### config.mk
export PLATFORM = sky130hd
export DESIGN_NAME = veto_err_capture
export DESIGN_NICKNAME = d
export VERILOG_FILES = /design/src/rtl/veto_err_pkg.sv /design/src/rtl/veto_err_chan.sv /design/src/rtl/veto_err_capture.sv
export SDC_FILE = /design/constraint.sdc
export NUM_CORES = 2
export LEC_CHECK = 0
export BUFFER_PORTS_ARGS = -buffer_cell sky130_fd_sc_hd__clkbuf_2
export CAP_MARGIN = 20
export CORE_AREA = 2 2 379 381
export DETAILED_ROUTE_END_ITERATION = 6
export DIE_AREA = 0 0 381 383
export GPL_TIMING_DRIVEN = 1
export MAX_ROUTING_LAYER = met4
export SYNTH_ARGS = -nofsm -noshare
export SYNTH_HDL_FRONTEND = slang
export SYNTH_SLANG_ARGS = --single-unit
### constraint.sdc
create_clock -name clk -period 3.5 [get_ports clk]
set_input_delay 0.175 -clock clk [delete_from_list [all_inputs] [get_ports clk]]
set_output_delay 0.175 -clock clk [all_outputs]
set_load 0.05 [all_outputs]
### src/rtl/veto_err_pkg.sv
`default_nettype none
// ============================================================================
//  Module      : veto_err_pkg
//  Description : Shared types and constants for the multi-channel veto error
//                capture: per-channel FSM state encoding, default frame
//                geometry and a clog2-based width helper.
//  Revision    : 1.0  initial release
// ============================================================================
package veto_err_pkg;

  typedef enum logic [1:0] {
    ST_HUNT    = 2'd0,
    ST_CAPTURE = 2'd1,
    ST_DONE    = 2'd2
  } chan_state_e;

  localparam int         DEF_LENGTH_ERR  = 232;
  localparam int         DEF_HDR_LEN     = 3;
  localparam logic [2:0] DEF_HDR_PATTERN = 3'b101;
  localparam int         DEF_TIMEOUT     = 4095;

  // Width needed to hold values 0..value-1, never less than one bit.
  function automatic int clog2w(input int value);
    return (value <= 2) ? 1 : $clog2(value);
  endfunction

endpackage
`default_nettype wire

### src/rtl/veto_err_chan.sv
`default_nettype none
// ============================================================================
//  Module      : veto_err_chan
//  Description : One serial veto error channel. Hunts for the header in the
//                incoming bit stream, then deserialises LENGTH_ERR payload bits
//                (bit 0 first) and counts the ones. Falls back to a timed-out
//                DONE state when the shared timeout fires while still hunting.
//  Ports       : clk, rst_n (async, active low), in_live (low = clear/re-arm),
//                in_err (serial bit), tmo_hit (shared timeout reached),
//                got_veto_err, timeout, payload, err_cnt
//  Revision    : 1.0  initial release
// ============================================================================
module veto_err_chan
  import veto_err_pkg::*;
#(
  parameter int                 LENGTH_ERR  = DEF_LENGTH_ERR,
  parameter int                 HDR_LEN     = DEF_HDR_LEN,
  parameter logic [HDR_LEN-1:0] HDR_PATTERN = DEF_HDR_PATTERN,
  parameter int                 CW          = clog2w(LENGTH_ERR + 1)
) (
  input  logic                  clk,
  input  logic                  rst_n,
  input  logic                  in_live,
  input  logic                  in_err,
  input  logic                  tmo_hit,
  output logic                  got_veto_err,
  output logic                  timeout,
  output logic [LENGTH_ERR-1:0] payload,
  output logic [CW-1:0]         err_cnt
);

  localparam logic [3:0]    FILL_FULL = 4'(HDR_LEN);
  localparam logic [CW-1:0] CNT_LAST  = CW'(LENGTH_ERR);

  chan_state_e           state_q, state_d;
  logic [HDR_LEN-1:0]    hdr_q, hdr_d;
  logic [3:0]            fill_q, fill_d;
  logic [CW-1:0]         cnt_q, cnt_d;
  logic [CW-1:0]         err_cnt_q, err_cnt_d;
  logic [LENGTH_ERR-1:0] payload_q, payload_d;
  logic                  got_q, got_d;
  logic                  tmo_q, tmo_d;
  logic                  hdr_match;

  // The fill check stops an all-zero power-up register from matching a
  // pattern that has leading zeros before enough bits have arrived.
  assign hdr_match = (hdr_q == HDR_PATTERN) && (fill_q == FILL_FULL);

  always_comb begin
    state_d   = state_q;
    hdr_d     = hdr_q;
    fill_d    = fill_q;
    cnt_d     = cnt_q;
    err_cnt_d = err_cnt_q;
    payload_d = payload_q;
    got_d     = got_q;
    tmo_d     = tmo_q;
    if (!in_live) begin
      state_d   = ST_HUNT;
      hdr_d     = '0;
      fill_d    = '0;
      cnt_d     = '0;
      err_cnt_d = '0;
      payload_d = '0;
      got_d     = 1'b0;
      tmo_d     = 1'b0;
    end else begin
      case (state_q)
        ST_HUNT: begin
          if (hdr_match) begin
            // The bit arriving alongside the match is already payload bit 0.
            // Match takes priority over a coincident timeout.
            state_d      = ST_CAPTURE;
            payload_d[0] = in_err;
            cnt_d        = CW'(1);
            err_cnt_d    = CW'(in_err);
          end else if (tmo_hit) begin
            state_d = ST_DONE;
            got_d   = 1'b1;
            tmo_d   = 1'b1;
          end else begin
            hdr_d = {hdr_q[HDR_LEN-2:0], in_err};
            if (fill_q != FILL_FULL) begin
              fill_d = fill_q + 4'd1;
            end
          end
        end
        ST_CAPTURE: begin
          // Completion is flagged one edge after the last bit is written.
          if (cnt_q == CNT_LAST) begin
            state_d = ST_DONE;
            got_d   = 1'b1;
          end else begin
            payload_d[cnt_q] = in_err;
            cnt_d            = cnt_q + CW'(1);
            err_cnt_d        = err_cnt_q + CW'(in_err);
          end
        end
        ST_DONE: begin
          state_d = ST_DONE;
        end
        default: begin
          state_d = ST_HUNT;
        end
      endcase
    end
  end

  always_ff @(posedge clk or negedge rst_n) begin
    if (!rst_n) begin
      state_q   <= ST_HUNT;
      hdr_q     <= '0;
      fill_q    <= '0;
      cnt_q     <= '0;
      err_cnt_q <= '0;
      payload_q <= '0;
      got_q     <= 1'b0;
      tmo_q     <= 1'b0;
    end else begin
      state_q   <= state_d;
      hdr_q     <= hdr_d;
      fill_q    <= fill_d;
      cnt_q     <= cnt_d;
      err_cnt_q <= err_cnt_d;
      payload_q <= payload_d;
      got_q     <= got_d;
      tmo_q     <= tmo_d;
    end
  end

  assign got_veto_err = got_q;
  assign timeout      = tmo_q;
  assign payload      = payload_q;
  assign err_cnt      = err_cnt_q;

endmodule
`default_nettype wire

### src/rtl/veto_err_capture.sv
`default_nettype none
// ============================================================================
//  Module      : veto_err_capture
//  Description : NCH-channel veto error capture. Instantiates one header
//                hunter / deserialiser per channel, owns the shared header
//                timeout counter and the registered all-channels-done flag.
//  Ports       : clk, rst_n (async, active low), in_live (capture enable),
//                in_err[NCH] serial inputs, got_veto_err[NCH], all_got,
//                timeout[NCH], out_veto_err_bus[NCH*LENGTH_ERR],
//                err_cnt_bus[NCH*CW]
//  Revision    : 1.0  initial release
// ============================================================================
module veto_err_capture
  import veto_err_pkg::*;
#(
  parameter int                 NCH         = 4,
  parameter int                 LENGTH_ERR  = DEF_LENGTH_ERR,
  parameter int                 HDR_LEN     = DEF_HDR_LEN,
  parameter logic [HDR_LEN-1:0] HDR_PATTERN = DEF_HDR_PATTERN,
  parameter int                 TIMEOUT     = DEF_TIMEOUT,
  localparam int                CW          = clog2w(LENGTH_ERR + 1)
) (
  input  logic                      clk,
  input  logic                      rst_n,
  input  logic                      in_live,
  input  logic [NCH-1:0]            in_err,
  output logic [NCH-1:0]            got_veto_err,
  output logic                      all_got,
  output logic [NCH-1:0]            timeout,
  output logic [NCH*LENGTH_ERR-1:0] out_veto_err_bus,
  output logic [NCH*CW-1:0]         err_cnt_bus
);

  localparam int            TW        = clog2w(TIMEOUT + 1);
  localparam logic [TW-1:0] TMO_LIMIT = TW'(TIMEOUT);

  logic [TW-1:0] tmo_cnt_q, tmo_cnt_d;
  logic          all_got_q, all_got_d;
  logic          tmo_hit;

  // Counts live cycles and parks at TIMEOUT; a zero TIMEOUT never fires.
  assign tmo_hit = (TIMEOUT != 0) && (tmo_cnt_q == TMO_LIMIT);

  always_comb begin
    tmo_cnt_d = tmo_cnt_q;
    all_got_d = in_live & (&got_veto_err);
    if (!in_live) begin
      tmo_cnt_d = '0;
    end else if (tmo_cnt_q != TMO_LIMIT) begin
      tmo_cnt_d = tmo_cnt_q + TW'(1);
    end
  end

  always_ff @(posedge clk or negedge rst_n) begin
    if (!rst_n) begin
      tmo_cnt_q <= '0;
      all_got_q <= 1'b0;
    end else begin
      tmo_cnt_q <= tmo_cnt_d;
      all_got_q <= all_got_d;
    end
  end

  assign all_got = all_got_q;

  for (genvar c = 0; c < NCH; c++) begin : g_chan
    veto_err_chan #(
      .LENGTH_ERR  (LENGTH_ERR),
      .HDR_LEN     (HDR_LEN),
      .HDR_PATTERN (HDR_PATTERN),
      .CW          (CW)
    ) u_chan (
      .clk          (clk),
      .rst_n        (rst_n),
      .in_live      (in_live),
      .in_err       (in_err[c]),
      .tmo_hit      (tmo_hit),
      .got_veto_err (got_veto_err[c]),
      .timeout      (timeout[c]),
      .payload      (out_veto_err_bus[c*LENGTH_ERR +: LENGTH_ERR]),
      .err_cnt      (err_cnt_bus[c*CW +: CW])
    );
  end

endmodule
`default_nettype wire

==> After elaboration in Yosys (flattened, before gate mapping) <==
Index checks and enable logic that the tools add are counted.
{ "totals": {"ff_bits": 1049} }
{ "op_classes": {"add_sub_neg": 13, "n_lt_le_gt_ge": 8, "n_eq_ne": 77, "mux": 144, "n_bitwise": 1, "reduce_logical": 41} }
{ "ops": {"columns": ["operator", "n"], "rows": [
  ["$mux 232", 8],
  ["$bwmux 232", 4],
  ["$mux 231", 4],
  ["$mux 8", 24],
  ["$pmux 8 s2", 8],
  ["$mux 4", 20],
  ["$mux 3", 16],
  ["$lt 8x9->1 const B", 4],
  ["$reduce_and 3->1", 12],
  ["$reduce_and 4->1", 9],
  ["$ne 3x3->1 const B", 11],
  ["$add 8x1->8", 4],
  ["$add 8x1->8 const B", 4],
  ["$demux 1 s8", 4],
  ["$eq 8x8->1 const B", 4],
  ["$ge 8x1->1 const B", 4],
  ["$mux 1", 29],
  ["$ne 2x1->1 const B", 14],
  ["$ne 3x2->1 const B", 9],
  ["$mux 2", 13],
  ["$mux 12", 2],
  ["$pmux 2 s3", 4],
  ["$ne 4x2->1 const B", 5],
  ["$ne 2x2->1 const B", 9],
  ["other kinds (15)", 59]
]} }

==> Depth between registers and ports, before layout <==
{ "depth": {"depth_word": 8, "mapped_depth": 9, "ltp_nobuf": 6} }

==> By module <==
Synthesis repeated with hierarchy kept, for this count alone.
{ "unflattened": {"cells_unflattened": 4278, "hier_area_um2": 46495.8} }
{ "modules_own_cells": {"columns": ["module", "instances", "cells_per_inst", "area_per_inst_um2", "seq_area_each_um2"], "rows": [
  ["veto_err_chan at g_chan[1].u_chan ...", 2, 1053, 11461.0, 6481.2],
  ["veto_err_chan at g_chan[0].u_chan ...", 2, 1053, 11458.5, 6481.2],
  ["veto_err_capture", 1, 66, 656.9, 325.3]
]} }

==> Worst setup path after synthesis <==
No wires, ideal clock.
{ "synth_path": {"path_type": "flip-flop to flip-flop", "from": "register g_chan[1].u_chan.state_q[1]", "to": "register g_chan[1].u_chan.payload_q[17]", "setup_time_ns": 0.137, "arrival_time_ns": 1.894, "t_required_ns": 3.363, "path_slack_ns": 1.470, "path_stages_with_launch": 10, "n_path_buf": 3, "synth_period_minus_slack_ns": 2.030, "path_cell_list": "dfrtp_1 inv_1 ha_1 buf_2 inv_2 clkbuf_1 nor4_1 buf_2 nand2_1 mux2i_1"} }
{ "synth_via": {"elab_chain_cells": 3} }
{ "synth_lines": {"columns": ["element", "line_no", "source"], "rows": [
  ["start, declared", "veto_err_chan.sv:35", "chan_state_e state_q, state_d;"],
  ["start signal, assigned", "veto_err_chan.sv:120", "state_q <= state_d;"],
  ["$eq 2x1->1", "veto_err_chan.sv:68", "case (state_q)"],
  ["$ne 2x1->1 (no line)", null, null],
  ["$reduce_and 2->1 (no line)", null, null],
  ["end signal, assigned", "veto_err_chan.sv:125", "payload_q <= payload_d;"],
  ["end, declared", "veto_err_chan.sv:40", "logic [LENGTH_ERR-1:0] payload_q, payload_d;"]
]} }
No other way between the ends.
A chain may end at the register's enable or synchronous reset.

==> Worst setup path after layout <==
{ "layout_path": {"from": "register g_chan[1].u_chan.cnt_q[0]", "to": "register g_chan[1].u_chan.err_cnt_q[6]"} }
{ "layout_via": {"elab_chain_cells": 3} }
{ "layout_lines": {"columns": ["element", "line_no", "source"], "rows": [
  ["start, declared", "veto_err_chan.sv:38", "logic [CW-1:0] cnt_q, cnt_d;"],
  ["start signal, assigned", "veto_err_chan.sv:123", "cnt_q <= cnt_d;"],
  ["$eq 8x8->1", "veto_err_chan.sv:90", "if (cnt_q == CNT_LAST) begin"],
  ["$ne 3x3->1 (no line)", null, null],
  ["$reduce_and 3->1 (no line)", null, null],
  ["end signal, assigned", "veto_err_chan.sv:124", "err_cnt_q <= err_cnt_d;"],
  ["end, declared", "veto_err_chan.sv:39", "logic [CW-1:0] err_cnt_q, err_cnt_d;"]
]} }
No other way between the ends.

==> out/metrics.cfg <==
[routing]
vias = 46700
wl_per_cell_um = 25.10
drt-initial-drc-count = 4937
via_per_inst = 5.820
remaining_drc_errors = 0
routed_wl_um = 201400
ant_nets = 0
firstDrtPassIters = 6

[grt]
grt_overflow = 0
grt_max_degree = 166
grt_util_all_layers_pct = 27.22
grt_pass1_vias = 43990
antenna_found_initial = 2
grt_pass1_wl_um = 297300

[placement]
gp_congestion = 0.8970
dp_slack_ns = 0.6047
hpwl_um = 134100
dpl_cell_area_sq_um = 56660
dp.cells = 7808
portBuffers = 975

[timing]
setup_tns_ns = 0
fin_crit_ns = 2.850
setup_viol = 0
whs_ns = 0.1621
slew_viol_final = 0
finClkSkew_ns = 0.05753
rsz0062_at_grt = false
finalWorstSetupSlack_ns = 0.6498
timing.fmax_mhz = 350.9
finalCritPeriodShare_pct = 81.43
worst_pin_slew_ns = 1.141
finalHoldViolCount = 0
max_slew_margin_pct = 23.77

[clocking]
cts_root_buffer = clkbuf_16
post_cts_buffers = 0
cts-resized-gates = 0
insertion_delay_ns = 0.74
cts_tree = built
cts_sinks = 1049
cts_buffers = 117
clk_path_buf_depth = 3
clkTransAtPathRegs_ns = 0.06
htree_levels = 3

[synthesis]
synth_cell_types = 85
synthTopCellsByCount = dfrtp_1, nand2_1, a21oi_1
yosysMostFrequentCell = dfrtp_1
netlist.area_leader.share_pct = 52.77
yosysTopAreaCell = dfrtp_1
synth_nets = 5355
synth_edf_count = 0
yosysSeqAreaShare_pct = 52.77
ys_warn_count = 0
netlist_area_sq_um = 49740
syn_avg_cell_area_sq_um = 9.373
ys_seq_elements = 1049
syn-instance-count = 5307
synth-async-reset-ratio_pct = 100.0
synth-main-ff-cell = dfrtp_1
synth_area_leaders = dfrtp_1, mux2i_1, a21oi_1

[critical_path]
worstPathArrival_ns = 3.49
r2r-end = g_chan[1].u_chan.err_cnt[6]
critPathLaunchType = register
ff2ff_setup_slack_ns = 0.65
path_class = register to register
worst_setup_path_end_kind = register
cp.required_ns = 4.14
reg2reg_from = g_chan[1].u_chan.cnt_q[0]
worstPathMaxFanout = 17
reg2reg_depth = 6

[floorplanning]
dieArea_sq_um = 145900
core-area_sq_um = 142300
die_x_um = 381
start_util_pct = 34.97
rows = 139
die_y_um = 383
io_pins = 976

[layout]
finalNetCount = 6079
instances_no_fill = 8024
area_growth_pct = 21.99
drive_above_1_share_pct = 23.39
postLayoutCoreUtil_pct = 42.66
fin_area_sq_um = 60680

[min_path]
hp-class = input port to asynchronous set/reset pin

[power]
vdd.ir_drop.worst_mv = 0.4780
power_density_nw_per_um2 = 427.1
p_leak_nw = 28.64
total_power_mw = 25.92

[run]
drv_cap = 0

[run_status]
run_status = complete, no violations

cell usage in the layout (no fill, tap or decap), types with 7 or more instances in the layout:
| master | netlist | layout |
|---|---|---|
| clkbuf_8 | 0 | 24 |
| nand2_1 | 603 | 601 |
| clkinv_2 | 0 | 9 |
| buf_4 | 11 | 185 |
| nor3_2 | 8 | 8 |
| nand3b_1 | 25 | 25 |
| nor4_1 | 28 | 8 |
| bufinv_16 | 0 | 10 |
| or3_1 | 12 | 12 |
| o2111ai_1 | 8 | 8 |
| nor2b_1 | 21 | 19 |
| nor4_2 | 1 | 21 |
| o31ai_1 | 47 | 46 |
| o21ai_0 | 226 | 226 |
| a31oi_1 | 30 | 30 |
| inv_1 | 27 | 26 |
| nand3_1 | 509 | 509 |
| clkbuf_16 | 0 | 118 |
| clkbuf_1 | 433 | 33 |
| and3_1 | 35 | 35 |
| nor3_1 | 79 | 78 |
| a311o_1 | 8 | 8 |
| buf_12 | 0 | 18 |
| a21oi_1 | 593 | 593 |
| mux2i_1 | 352 | 352 |
| dfrtp_1 | 1049 | 1049 |
| nor2_1 | 185 | 184 |
| inv_2 | 8 | 8 |
| and3b_1 | 13 | 12 |
| nand4_1 | 203 | 203 |
| nand2b_1 | 20 | 20 |
| clkbuf_2 | 1 | 969 |
| o211ai_1 | 70 | 70 |
| ha_1 | 41 | 41 |
| nor3b_2 | 6 | 15 |
| and2_1 | 7 | 7 |
| o21ai_1 | 367 | 367 |
kinds of logic (layout without fill, tap and decap cells):
group | count (synthesis) | in the layout | synth area share [%]
AO/OA/AOI/OAI | 1437 | 1437 | 16.05
XOR/XNOR | 10 | 10 | 0.1761
adder cells (fa/ha/maj) | 41 | 41 | 1.031
buffers and inverters | 611 | 1423 | 5.003
flip-flops | 1049 | 1049 | 52.77
multiplexers | 352 | 352 | 7.083
other | 0 | 2 | 0
AND/OR/NAND/NOR | 1807 | 1807 | 17.88
metal layers:
metal | up-vias | GRT usage [%] | routed length, um
met2 | 2257 | 40.53 | 91620
li1 | 20410 | - | -
met1 | 23540 | 34.70 | 80630
met3 | 483 | 6.434 | 18040
met5 | - | - | 0
met4 | 0 | 13.54 | 11140
repair_timing:
action | 4_1_cts | 5_1_grt
endpoints found under the hold margin | 231 | 0
hold buffers | 6 | 0
setup endpoints to repair | 0 | 0
cell type report:
| cell class | count | area (sq um) |
|---|---|---|
| Antenna cell | 2 | 5.005 |
| Clock buffer | 175 | 3407 |
| Clock inverter | 32 | 545.5 |
| Fill cell | 13990 | 81580 |
| Inverter | 35 | 138.9 |
| Multi-Input combinational cell | 3647 | 21260 |
| Sequential cell | 1049 | 26250 |
| Tap cell | 1903 | 2381 |
| Timing Repair Buffer | 1181 | 6700 |
critical path: stages, from the launching register on:
cell     delay [ns]
dfrtp_1        0.42
inv_1          0.14
ha_1           0.27
and3b_1        0.76
nand3_1        0.61
a31oi_1        0.39
mux2i_1        0.20
worst max path at each step:
stage | startpoint | end | slack [ns] | cells past startpoint
after CTS | g_chan[1].u_chan.cnt_q[0] | g_chan[1].u_chan.err_cnt[6] | 0.61 | 6
after detailed placement | g_chan[1].u_chan.cnt_q[0] | g_chan[1].u_chan.err_cnt[6] | 0.60 | 6
after global placement | g_chan[1].u_chan.cnt_q[0] | g_chan[1].u_chan.err_cnt[6] | 0.77 | 6
after floorplan | g_chan[1].u_chan.state_q[1] | g_chan[1].u_chan.payload[17] | 1.47 | 9
after global routing | g_chan[1].u_chan.cnt_q[0] | g_chan[1].u_chan.err_cnt[6] | 0.43 | 6
final | g_chan[1].u_chan.cnt_q[0] | g_chan[1].u_chan.err_cnt[6] | 0.65 | 6
flip-flops by register name, summed over array words and instances (netlist names):
signal	cells
g_chan.u_chan.fill_q	16
g_chan.u_chan.state_q	8
g_chan.u_chan.got_veto_err	4
g_chan.u_chan.timeout	4
g_chan.u_chan.cnt_q	32
tmo_cnt_q	12
g_chan.u_chan.hdr_q	12
g_chan.u_chan.payload	928
g_chan.u_chan.err_cnt	32
all_got	1
power by group:
| group | leakage, nW | switching, mW | internal (mW) |
|---|---|---|---|
| clock network | 1.92 | 5.37 | 7.46 |
| registers | 14.6 | 0.0314 | 12.2 |
| logic | 12.1 | 0.738 | 0.163 |
No activity file was read; power rests on OpenSTA's default activity.
